==> src/rtl/parallax_scroller_pkg.sv <==
// parallax_scroller_pkg: shared widths and FSM state encoding for the parallax scroller
package parallax_scroller_pkg;
  localparam int X_W = 10;
  localparam int Y_W = 9;
  localparam int POS_W = 10;
  localparam int FRAC_BITS_DEF = 4;
  typedef enum logic [1:0] {
    ST_STOP  = 2'd0,
    ST_RUN   = 2'd1,
    ST_SWEEP = 2'd2
  } state_e;
endpackage

==> src/rtl/parallax_scroller_wrap_add.sv <==
// parallax_scroller_wrap_add: a + b with one conditional subtract of the wrap period.
// Ports:
//   a_i, b_i  addends (a_i < wrap_i and b_i < wrap_i keeps the result in range)
//   wrap_i    wrap period
//   sum_o     (a_i + b_i) reduced by wrap_i once if it reached wrap_i
module parallax_scroller_wrap_add #(
  parameter int W = 10
) (
  input  logic [W-1:0] a_i,
  input  logic [W-1:0] b_i,
  input  logic [W-1:0] wrap_i,
  output logic [W-1:0] sum_o
);
  logic [W:0] s;
  assign s = {1'b0, a_i} + {1'b0, b_i};
  assign sum_o = W'((s >= {1'b0, wrap_i}) ? s - {1'b0, wrap_i} : s);
endmodule

==> src/rtl/parallax_scroller.sv <==
// parallax_scroller: multi-layer fixed-point horizontal scroller with speed ramp and per-pixel layer/texture lookup.
// Ports:
//   clk, rst_n      pixel clock, synchronous active-low reset
//   fresh_i         frame strobe; its falling edge starts a layer update sweep
//   game_status_i   1 = running, 0 = stopped
//   x_i, y_i        current pixel column / row
//   layer_pos_o     integer scroll offset per layer, layer k at [10k+9:10k]
//   speed_o         current ground speed, fixed point
//   is_ground_o     pixel row is in the ground band (2-cycle latency)
//   layer_id_o      owning layer of the pixel, NUM_LAYERS = none (2-cycle latency)
//   tex_u_o         wrapped texture column of the owning layer (2-cycle latency)
//   busy_o          layer update sweep in progress
//   overrun_o       sticky: a frame edge arrived during a sweep
module parallax_scroller
  import parallax_scroller_pkg::*;
#(
  parameter int NUM_LAYERS = 3,
  parameter int FRAC_BITS = FRAC_BITS_DEF,
  parameter int BASE_SPEED = 3,
  parameter int MAX_SPEED = 7,
  parameter int RAMP_FRAMES = 256,
  parameter int RAMP_STEP = 1,
  parameter logic [NUM_LAYERS*POS_W-1:0] LAYER_WRAP = {10'd288, 10'd320, 10'd336},
  parameter logic [NUM_LAYERS*Y_W-1:0] LAYER_YTOP = {9'd0, 9'd300, 9'd425},
  localparam int LID_W = $clog2(NUM_LAYERS + 1),
  localparam int SPD_W = 4 + FRAC_BITS
) (
  input  logic                        clk,
  input  logic                        rst_n,
  input  logic                        fresh_i,
  input  logic                        game_status_i,
  input  logic [X_W-1:0]              x_i,
  input  logic [Y_W-1:0]              y_i,
  output logic [NUM_LAYERS*POS_W-1:0] layer_pos_o,
  output logic [SPD_W-1:0]            speed_o,
  output logic                        is_ground_o,
  output logic [LID_W-1:0]            layer_id_o,
  output logic [POS_W-1:0]            tex_u_o,
  output logic                        busy_o,
  output logic                        overrun_o
);
  localparam int ACC_W = POS_W + FRAC_BITS;
  localparam int IDX_W = (NUM_LAYERS > 1) ? $clog2(NUM_LAYERS) : 1;
  localparam int CNT_W = (RAMP_FRAMES > 1) ? $clog2(RAMP_FRAMES) : 1;
  localparam logic [SPD_W-1:0] BASE_Q = SPD_W'(BASE_SPEED << FRAC_BITS);
  localparam logic [SPD_W-1:0] MAX_Q = SPD_W'(MAX_SPEED << FRAC_BITS);
  localparam logic [LID_W-1:0] NONE = LID_W'(NUM_LAYERS);

  state_e             state_q;
  logic [IDX_W-1:0]   idx_q;
  logic [SPD_W-1:0]   speed_q, sweep_spd_q, speed_step_d;
  logic [SPD_W:0]     speed_sum;
  logic [CNT_W-1:0]   cnt_q;
  logic [ACC_W-1:0]   acc_q [NUM_LAYERS];
  logic [POS_W-1:0]   pos_q [NUM_LAYERS];
  logic               fresh_q, busy_q, overrun_q, tick;
  logic [ACC_W-1:0]   acc_sel, acc_inc, acc_wrap, acc_d;
  logic [X_W-1:0]     x_q;
  logic [LID_W-1:0]   owner_d, owner_q, layer_id_q;
  logic               gnd1_q, gnd2_q;
  logic [POS_W-1:0]   pos_t, wrap_t, tex_q, tex2, tex_d;
  logic [POS_W:0]     tex1;

  assign tick = fresh_q & ~fresh_i;
  assign speed_sum = {1'b0, speed_q} + (SPD_W+1)'(RAMP_STEP);
  assign speed_step_d = (speed_sum > {1'b0, MAX_Q}) ? MAX_Q : speed_sum[SPD_W-1:0];
  // layer k advances at speed >> k, using the speed latched when the sweep began
  assign acc_inc = ACC_W'(sweep_spd_q >> idx_q);

  always_comb begin
    acc_sel = '0;
    acc_wrap = '0;
    pos_t = '0;
    wrap_t = '0;
    for (int k = 0; k < NUM_LAYERS; k++) begin
      if (idx_q == IDX_W'(k)) begin
        acc_sel = acc_q[k];
        acc_wrap = ACC_W'(LAYER_WRAP[POS_W*k +: POS_W]) << FRAC_BITS;
      end
      if (owner_q == LID_W'(k)) begin
        pos_t = pos_q[k];
        wrap_t = LAYER_WRAP[POS_W*k +: POS_W];
      end
    end
  end

  // descending scan so the lowest matching layer wins
  always_comb begin
    owner_d = NONE;
    for (int k = NUM_LAYERS - 1; k >= 0; k--)
      if (y_i >= LAYER_YTOP[Y_W*k +: Y_W]) owner_d = LID_W'(k);
  end

  parallax_scroller_wrap_add #(.W(ACC_W)) u_sweep_add (
    .a_i   (acc_sel),
    .b_i   (acc_inc),
    .wrap_i(acc_wrap),
    .sum_o (acc_d)
  );

  parallax_scroller_wrap_add #(.W(POS_W + 1)) u_tex_add (
    .a_i   ((POS_W+1)'(x_q)),
    .b_i   ({1'b0, pos_t}),
    .wrap_i({1'b0, wrap_t}),
    .sum_o (tex1)
  );

  // x can exceed one wrap period, so a second subtract may still be needed
  assign tex2 = POS_W'((tex1 >= {1'b0, wrap_t}) ? tex1 - {1'b0, wrap_t} : tex1);
  assign tex_d = (owner_q == NONE) ? '0 : tex2;

  always_ff @(posedge clk) begin
    if (!rst_n) begin
      state_q <= ST_STOP;
      idx_q <= '0;
      speed_q <= BASE_Q;
      sweep_spd_q <= BASE_Q;
      cnt_q <= '0;
      fresh_q <= 1'b0;
      busy_q <= 1'b0;
      overrun_q <= 1'b0;
      for (int k = 0; k < NUM_LAYERS; k++) begin
        acc_q[k] <= '0;
        pos_q[k] <= '0;
      end
      x_q <= '0;
      owner_q <= NONE;
      gnd1_q <= 1'b0;
      layer_id_q <= NONE;
      tex_q <= '0;
      gnd2_q <= 1'b0;
    end else begin
      fresh_q <= fresh_i;
      x_q <= x_i;
      owner_q <= owner_d;
      gnd1_q <= (y_i >= LAYER_YTOP[Y_W-1:0]);
      layer_id_q <= owner_q;
      tex_q <= tex_d;
      gnd2_q <= gnd1_q;
      case (state_q)
        ST_STOP: begin
          speed_q <= BASE_Q;
          cnt_q <= '0;
          if (tick && game_status_i) begin
            state_q <= ST_SWEEP;
            busy_q <= 1'b1;
            idx_q <= '0;
            sweep_spd_q <= BASE_Q;
          end
        end
        ST_RUN: begin
          if (tick) begin
            state_q <= ST_SWEEP;
            busy_q <= 1'b1;
            idx_q <= '0;
            sweep_spd_q <= speed_q;
            cnt_q <= (cnt_q == CNT_W'(RAMP_FRAMES - 1)) ? '0 : cnt_q + 1'b1;
            if (cnt_q == CNT_W'(RAMP_FRAMES - 1)) speed_q <= speed_step_d;
          end
        end
        ST_SWEEP: begin
          if (tick) overrun_q <= 1'b1;
          acc_q[idx_q] <= acc_d;
          pos_q[idx_q] <= POS_W'(acc_d >> FRAC_BITS);
          if (idx_q == IDX_W'(NUM_LAYERS - 1)) begin
            state_q <= game_status_i ? ST_RUN : ST_STOP;
            busy_q <= 1'b0;
            if (!game_status_i) begin
              speed_q <= BASE_Q;
              cnt_q <= '0;
            end
          end else begin
            idx_q <= idx_q + 1'b1;
          end
        end
        default: state_q <= ST_STOP;
      endcase
    end
  end

  for (genvar i = 0; i < NUM_LAYERS; i++) begin : g_pos
    assign layer_pos_o[POS_W*i +: POS_W] = pos_q[i];
  end

  assign speed_o = speed_q;
  assign busy_o = busy_q;
  assign overrun_o = overrun_q;
  assign is_ground_o = gnd2_q;
  assign layer_id_o = layer_id_q;
  assign tex_u_o = tex_q;
endmodule
==> config.mk <==
export PLATFORM = sky130hd
export DESIGN_NAME = parallax_scroller
export DESIGN_NICKNAME = d
export VERILOG_FILES = /design/src/rtl/parallax_scroller_pkg.sv /design/src/rtl/parallax_scroller_wrap_add.sv /design/src/rtl/parallax_scroller.sv
export SDC_FILE = /design/constraint.sdc
export NUM_CORES = 1
export LEC_CHECK = 0
export ABC_AREA = 1
export CAP_MARGIN = 20
export CORE_MARGIN = 2
export CORE_UTILIZATION = 30
export CTS_BUF_LIST = sky130_fd_sc_hd__clkbuf_8
export DETAILED_ROUTE_END_ITERATION = 6
export PLACE_DENSITY = 0.49
export SLEW_MARGIN = 20
export SYNTH_ARGS = -nofsm -noshare
export SYNTH_HDL_FRONTEND = slang
export SYNTH_HIERARCHICAL = 1
export SYNTH_SLANG_ARGS = --single-unit
==> constraint.sdc <==
create_clock -name clk -period 13.5 [get_ports clk]
set_input_delay 2.025 -clock clk [delete_from_list [all_inputs] [get_ports clk]]
set_output_delay 2.025 -clock clk [all_outputs]
set_load 0.01 [all_outputs]
==> impl_summary.md, run 1 <==
Clocking
The number of buffers created by CTS is 9. The post-cts resize count is 0. The clock net in this run drives a total of 99 sinks. The number of buffers added for setup after CTS is 0.

The clock tree from TritonCTS is yes. The count of H-tree levels built during CTS is 3. The cell sitting at the root of the clock tree is a sky130_fd_sc_hd__clkbuf_8. The count of hold buffers inserted by post-cts repair is 0. After clock tree synthesis, the clock-pin slew on the worst setup and hold paths is 120 ps. No sink is reached through more buffers than the 2 on the longest clock path. At the later pin of the worst-skew pair, clock insertion delay measures 390 ps.

Setup path
The setup slack on the worst flop-to-flop path is 7640 ps. In this run the worst path has a maximum fanout of 17. Data arrives at the worst endpoint at 6090 ps. The launch point of the worst reg-to-reg path is idx_q[1]$_SDFFE_PN0P_. The critical path class is register to register. The worst setup path is launched from a register. The endpoint kind of the worst setup timing path is a register. The endpoint identified for the worst register-to-register timing path is acc_q[0][12]$_SDFFCE_PN0P_. For the worst setup path, the data required time is 13730 ps. For the worst flop-to-flop path, the logic depth is 25.

Layout
The final standard cell count with taps included and fillers excluded is 1708. The number of antenna cells inserted is 0. The flip-flop and latch area is 2400 sq um.

Counting the fill cells in the layout gives 3005. The layout net count is 1414. The area growth from synthesis to final layout is 14.2%.

Once layout is done, the placed cells without fillers occupy 9530 sq um. The area of the multi-input gates is 4870 sq um. The share of cells above drive strength 1 is 4.51%.

Power
Power spread over the standard cell area amounts to 98.2 nW/um^2. The leakage power is 4.69 nW. The maximum vdd drop is 0.0418 mV.

Placement
The detailed placement HPWL is 19700 um. The number of I/O port buffers is 75. Counting tap cells, the placed design contains a total of 1692 instances. The congestion estimate from routability-driven global placement came to 0.891. The total placed instance area is 9340 sq um.

STA
The total count of max-transition violations in the final report is 0. The clock period minus worst slack is 5860 ps. Timing would allow up to 171 MHz. The fraction of the cycle the final worst path needs is 43.4%. The final hold violation count was 0. Setup repair after global routing left no endpoint under its margin. The number of endpoints failing setup at the final stage is 0. The final sum of negative setup slack is 0 ps. In this run the tightest slew margin relative to its limit is 29.2%. Between clock sinks in the finished design, the worst skew comes to 23.7 ps. The transition at the pin with the smallest max-transition slack is 1060 ps.

Yosys
The gate count after technology mapping is 1263. The library cell with the highest instance count after synthesis is sky130_fd_sc_hd__nand2_1. The total of flip-flops plus latches after synthesis is 99.

The count of unique library cells instantiated by Yosys is 50. The most used flip-flop cell after synthesis is sky130_fd_sc_hd__dfxtp_1. Yosys printed 6 warnings.

The share of the synthesized area in the top cell type is 16.6%. Each instance of the synthesized netlist takes up on average 6.61 sq um. After synthesis, the most frequently instantiated cells are 368 x sky130_fd_sc_hd__nand2_1, 209 x sky130_fd_sc_hd__inv_1, 132 x sky130_fd_sc_hd__nor2_1, 95 x sky130_fd_sc_hd__nand3_1, 61 x sky130_fd_sc_hd__ha_1.

By area the synthesized netlist is led by sky130_fd_sc_hd__nand2_1 17%, sky130_fd_sc_hd__edfxtp_1 15%, sky130_fd_sc_hd__dfxtp_1 14%. For this run, asynchronously set or reset flops after synthesis account for 0%. The combined area of all synthesized cells is 8350 sq um. The portion of the post-synthesis area used by sequential elements is 28.8%. The leading area contributor after synthesis is sky130_fd_sc_hd__nand2_1. Yosys mapped a number of flops with a built-in enable equal to 42.

Global route
The global-route congestion overflow total is 0. The number of global-route vias before repair came to 7332. The largest net degree at the start of global routing is 32.

The aggregate global-route resource usage is 16.9%. The first global-routing pass estimated 38600 um of wire. The number of antenna violations at the first check in global routing came to 0.

Hold path
The hold-critical path depth is 2. The worst hold path class is register to register. In this run the most critical hold path is launched from gnd1_q$_SDFF_PN0_.

For hold timing, the worst endpoint is is_ground_o$_SDFF_PN0_.

Route
The post-detailed-route count of antenna-violating nets is 0. After detailed routing, the number of vias per cell comes to 4.53. The final route contains 7743 vias.

The first TritonRoute pass finished after 6 iterations. In this run, the number of DRC markers left after iteration 0 of detailed routing was 492. The wire length per cell is 14.3 um. The final wirelength is 24400 um. After detailed routing, the number of remaining DRC violations is 0.

Die
The effective utilization at floorplan is 30.3%. The die outline height is 171 um. The die covers 29200 sq um. The placeable core region is 27600 sq um. After floorplanning, the core was divided into 61 placement rows. Pin placement for this block handled 76 I/O pins.

The floorplan die width is 171 um.

Status
The run finished with clean final reports.

Job
The max-capacitance violation count is 0.
-- metal layers --
layer	GRT usage, %	share of wire [%]	vias up
li1	-	-	4109
met1	21.5	46	3477
met2	29.6	48	137
met3	3.10	4.2	20
met4	4.27	1.6	0
met5	0	0	-
-- area by class of cell --
cell class | count | area share [%]
clock buffers | 9 | 1.30
clock inverters | 7 | 0.657
inverters | 213 | 8.39
multi-input cells | 921 | 51.1
flip-flops and latches | 99 | 25.2
well taps | 378 | 4.96
repair buffers | 81 | 8.35
-- worst max path at each step --
stage / startpoint / cells after the start / endpoint
finish: idx_q[1]$_SDFFE_PN0P_ / 25 / acc_q[0][12]$_SDFFCE_PN0P_
global route: idx_q[1]$_SDFFE_PN0P_ / 25 / pos_q[1][1]$_SDFFCE_PN0P_
CTS: idx_q[1]$_SDFFE_PN0P_ / 25 / pos_q[1][7]$_SDFFCE_PN0P_
detailed placement: idx_q[1]$_SDFFE_PN0P_ / 25 / pos_q[1][7]$_SDFFCE_PN0P_
global placement: owner_q[1]$_SDFF_PN1_ / 27 / tex_u_o[5]$_SDFF_PP0_
floorplan: idx_q[1]$_SDFFE_PN0P_ / 31 / acc_q[2][3]$_SDFFCE_PN0P_
-- cell usage in the layout (no fill, tap or decap), types with 2 or more instances in the layout --
cell / n
sky130_fd_sc_hd__a211oi_1: 2
sky130_fd_sc_hd__a21o_1: 3
sky130_fd_sc_hd__a21oi_1: 56
sky130_fd_sc_hd__a221oi_1: 10
sky130_fd_sc_hd__a22oi_1: 10
sky130_fd_sc_hd__a31oi_1: 2
sky130_fd_sc_hd__and2_1: 3
sky130_fd_sc_hd__buf_4: 6
sky130_fd_sc_hd__clkbuf_8: 9
sky130_fd_sc_hd__clkdlybuf4s50_1: 75
sky130_fd_sc_hd__clkinv_4: 3
sky130_fd_sc_hd__conb_1: 25
sky130_fd_sc_hd__dfxtp_1: 57
sky130_fd_sc_hd__edfxtp_1: 42
sky130_fd_sc_hd__fa_1: 5
sky130_fd_sc_hd__ha_1: 61
sky130_fd_sc_hd__inv_1: 209
sky130_fd_sc_hd__inv_2: 3
sky130_fd_sc_hd__mux2i_1: 3
sky130_fd_sc_hd__nand2_1: 368
sky130_fd_sc_hd__nand2_2: 9
sky130_fd_sc_hd__nand2_4: 3
sky130_fd_sc_hd__nand3_1: 95
sky130_fd_sc_hd__nand3_2: 5
sky130_fd_sc_hd__nand4_1: 18
sky130_fd_sc_hd__nor2_1: 132
sky130_fd_sc_hd__nor2_2: 9
sky130_fd_sc_hd__nor2_4: 2
sky130_fd_sc_hd__nor3_1: 9
sky130_fd_sc_hd__o211ai_1: 11
sky130_fd_sc_hd__o21ai_0: 30
sky130_fd_sc_hd__o21bai_1: 7
sky130_fd_sc_hd__o22ai_1: 2
sky130_fd_sc_hd__or2_2: 4
sky130_fd_sc_hd__xnor2_1: 7
sky130_fd_sc_hd__xor2_1: 19
-- state kept, by name, indices dropped and copies added, names as in the netlist, 2 cells and up --
name / count
cnt_q: 8
sweep_spd_q: 8
state_q: 2
pos_q: 11
owner_q: 2
speed_o: 8
acc_q: 31
x_q: 10
idx_q: 2
layer_id_o: 2
tex_u_o: 10
-- logic make-up after synthesis --
logic type	Yosys count	synth area share, %
xor gates and xnor gates	26	2.73
DFF	99	28.8
and+or+nand+nor	661	33.7
other	1	0.0449
muxes	3	0.360
adders and majority gates	66	10.3
AOI/OAI and AO/OA	140	10.1
buffers and inverters	267	13.9
-- critical path: stages (launching register included) --
cell and delay, ps:
sky130_fd_sc_hd__dfxtp_1 540, sky130_fd_sc_hd__inv_2 140, sky130_fd_sc_hd__ha_1 440, sky130_fd_sc_hd__nor2_1 900, sky130_fd_sc_hd__a22oi_1 140, sky130_fd_sc_hd__o21ai_0 340, sky130_fd_sc_hd__inv_1 110, sky130_fd_sc_hd__fa_1 470
sky130_fd_sc_hd__inv_1 110, sky130_fd_sc_hd__nand3_1 70, sky130_fd_sc_hd__nand3_1 120, sky130_fd_sc_hd__nand2_1 70, sky130_fd_sc_hd__nand2_1 90, sky130_fd_sc_hd__xor2_1 310, sky130_fd_sc_hd__ha_1 360, sky130_fd_sc_hd__nand2_1 110
sky130_fd_sc_hd__inv_1 50, sky130_fd_sc_hd__nand2_1 80, sky130_fd_sc_hd__inv_1 60, sky130_fd_sc_hd__nand3_1 90, sky130_fd_sc_hd__o21bai_1 70, sky130_fd_sc_hd__nor2_2 440, sky130_fd_sc_hd__nand3_1 190, sky130_fd_sc_hd__nand2_1 140
sky130_fd_sc_hd__inv_1 90, sky130_fd_sc_hd__nor2_1 140
-- through the flow --
| step | util (%) | setup slack (ps) | hold slack [ps] | power, mW |
|---|---|---|---|---|
| global route | 34.6 | 7110 | 454 | 1.01 |
| finish | 34.6 | 7640 | 424 | 0.935 |
| floorplan | - | 9080 | 390 | 0.640 |
| CTS | 34.6 | 7790 | 426 | 0.942 |
| global placement | 33.9 | 7950 | 402 | 0.752 |
| detailed placement | 33.9 | 7830 | 399 | 0.748 |
-- power breakdown --
part           switching [mW]  leakage [nW]  internal (mW)
Combinational           0.267          3.69          0.144
Sequential            0.00844         0.899          0.326
Clock                   0.120        0.0969         0.0702
Total                   0.396          4.69          0.540
Note: power is estimated with default switching activity, not from simulation.
==> run 2: changes to the inputs <==
- PLACE_DENSITY: 0.49 -> 0.51
- clock period: 13.5 -> 4.7 ns (I/O delays scaled with it)
==> impl_summary.md, run 2 (synthesis gave the netlist of run 1 again) <==
Status
The flow ran to the end, and the final reports show no timing, DRC or antenna violations.

Placement
The total placed instance area is 9490 sq um. Summed over all nets, the half-perimeter wirelength after detailed placement is 19300 um. The instance count after placement with tap cells included is 1711.

The global placement routability congestion is 0.874. Port buffering added 75 buffers. The pre-CTS setup slack is -59.2 ps.

STA
Setup slack on the critical path of the routed design comes to 260 ps. The headroom to the max-slew limit is 51.1%. The highest clock rate is 225 MHz.

The number of endpoints failing setup at the final stage is 0. Across the routed clock network, the largest skew measured is 22.2 ps. The total count of max-transition violations in the final report is 0. The transition at the pin with the smallest max-transition slack is 731 ps. The final hold violation count is 0. The tightest hold path in the finished design has a slack of 429 ps. Dividing the final minimum period by the clock period gives 94.5%. The clock period minus worst slack is 4440 ps.

Die
The floorplan step defined a die boundary enclosing 29200 sq um. The initialized floorplan defines 61 standard-cell rows. In this run the horizontal extent of the chip is 171 um. The die outline height is 171 um. The effective utilization at floorplan is 30.3%.

The placeable core region is 27600 sq um. 76 I/O pins were placed.

Clocking
The number of buffers created by CTS is 9. Clock-pin slew was measured on the worst setup and hold paths at 110 ps. The count of H-tree levels built during CTS is 3. The longest clock path from root to sink contains 2 buffers.

The library cell used as clock root buffer is sky130_fd_sc_hd__clkbuf_8. The clock insertion delay at the later pin of the skew report is 390 ps. TritonCTS built the clock tree.

The clock drives 99 sinks.

Power
Summed over all cells, the static leakage comes to 4.87 nW. For this design the ratio of total power to cell area is 284 nW/um^2. Across the VDD grid, the largest voltage drop is 0.127 mV.

Setup path
The setup slack on the worst flop-to-flop path is 260 ps. The critical path class is register to register. The launch point of the worst reg-to-reg path is owner_q[1]$_SDFF_PN1_. The endpoint kind of the worst setup timing path is a register. Data arrives at the worst endpoint at 4730 ps. On the critical path, the stage with the largest delay is an instance of sky130_fd_sc_hd__fa_1.

Tracing the worst setup path back leads to its startpoint at owner_q[1]$_SDFF_PN1_. The maximum fanout encountered on the critical timing path is 6. In this run the critical register-to-register path is captured at tex_u_o[6]$_SDFF_PP0_. The cell count of the worst reg-to-reg path is 28. The delay of the slowest critical-path stage is 410 ps.

The capture point of the worst path is tex_u_o[6]$_SDFF_PP0_. The category of the worst setup path launch point is a register. The required arrival time at the worst endpoint is 4990 ps.

Layout
Once layout is done, the placed cells without fillers occupy 10000 sq um. The area growth from synthesis to final layout is 20.3%. Fill cells in the final layout number 2931. 0 antenna diodes ended up in the layout. The final standard cell count with taps included and fillers excluded is 1738.

In the final layout, the registers with the most flip-flops are acc_q: 31 flops, pos_q: 11 flops. The share of cells above drive strength 1 is 10.3%. The multi-input combinational cells in the finished layout cover a total of 5140 sq um. Summing all flip-flop and latch instances after layout gives 2410 sq um. The layout net count is 1444. The register with the most flip-flops in the layout has 31 of them. Leaving out fill and tap cells, the most frequent cell in the layout is sky130_fd_sc_hd__nand2_1.

At the end of the flow the core is filled with cells to 36.4%. The register with the most flip-flops is acc_q. The top cell types in the final layout, fill and taps aside, are 356 x sky130_fd_sc_hd__nand2_1, 207 x sky130_fd_sc_hd__inv_1, 128 x sky130_fd_sc_hd__nor2_1, 91 x sky130_fd_sc_hd__nand3_1, 75 x sky130_fd_sc_hd__clkdlybuf4s50_1.

Job
Max-cap violations in this run came to 0.

Route
The final wirelength is 24400 um. In the final routed layout, each cell accounts on average for 14.0 um. The post-detailed-route DRC marker count is 0. The mean number of vias per cell is 4.60. The first-pass iteration count of the detailed router is 5.

The total number of vias is 7994. The detail route stage leaves a number of antenna-violating nets equal to 0. After the first detailed-routing iteration, the DRC count stood at 438.

Global route
The largest net degree at the start of global routing is 28. The global-route congestion overflow total is 0. The number of antenna violations at the first check in global routing is 0. Across every metal layer, demand over resource in global routing totals 16.3%. The wire length of the first global-routing pass is 37800 um. The number of global-route vias before repair is 7439.

Hold path
In this run the worst hold path is classified as register to register. Along the worst hold path, the cell count comes to 2.
==> run 2: layout make-up <==
cell class                 instances  share of cell area, %
clock inverter                     7                  0.635
timing repair buffer             110                   10.3
clock buffer                       9                   1.23
sequential                        99                   24.0
inverter                         213                   7.96
tap                              378                   4.71
multi-input combinational        922                   51.2
==> run 2: through the flow <==
stage / TNS, ps / power, mW
floorplan: 0 / 1.84
global placement: -354 / 2.18
detailed placement: -198 / 2.18
CTS: 0 / 2.75
global route: -162 / 3.06
finish: 0 / 2.85
==> run 2: worst min-delay path by stage <==
stage	startpoint	end	slack, ps
after global placement	gnd1_q$_SDFF_PN0_	is_ground_o$_SDFF_PN0_	410
after global routing	gnd1_q$_SDFF_PN0_	is_ground_o$_SDFF_PN0_	460
after detailed placement	gnd1_q$_SDFF_PN0_	is_ground_o$_SDFF_PN0_	410
final	gnd1_q$_SDFF_PN0_	is_ground_o$_SDFF_PN0_	430
after CTS	gnd1_q$_SDFF_PN0_	is_ground_o$_SDFF_PN0_	430
after floorplan	gnd1_q$_SDFF_PN0_	is_ground_o$_SDFF_PN0_	390
==> run 2: timing repair <==
action / in CTS / in global routing
pin swaps: 0 / 16
gates resized for setup: 3 / 67
cloned: 0 / 1
hold buffers: 0 / 0
setup endpoints to repair: 5 / 48
setup buffers: 0 / 10
==> run 2: critical path, delay by kind of cell, from the launching register on <==
family                   cells  cell delay, ps
AND/OR/NAND/NOR             16            2000
adder cells (fa/ha/maj)      3             920
buffers and inverters        6             640
AO/OA/AOI/OAI                3             410
flip-flops                   1             370
==> run 2: layer usage <==
metal | GRT usage [%] | share of wire, % | wire length (um) | up-vias
met3 | 1.36 | 3.4 | 832 | 17
met2 | 28.9 | 49 | 12000 | 168
met5 | 0 | 0 | 0 | -
met1 | 21.6 | 46 | 11300 | 3659
li1 | - | - | - | 4150
met4 | 3.94 | 1.0 | 255 | 0
==> run 2: power breakdown <==
group          switching, mW  internal (mW)  total, mW
registers             0.0242          0.936      0.960
logic                  0.833          0.492       1.33
clock network          0.354          0.208      0.562
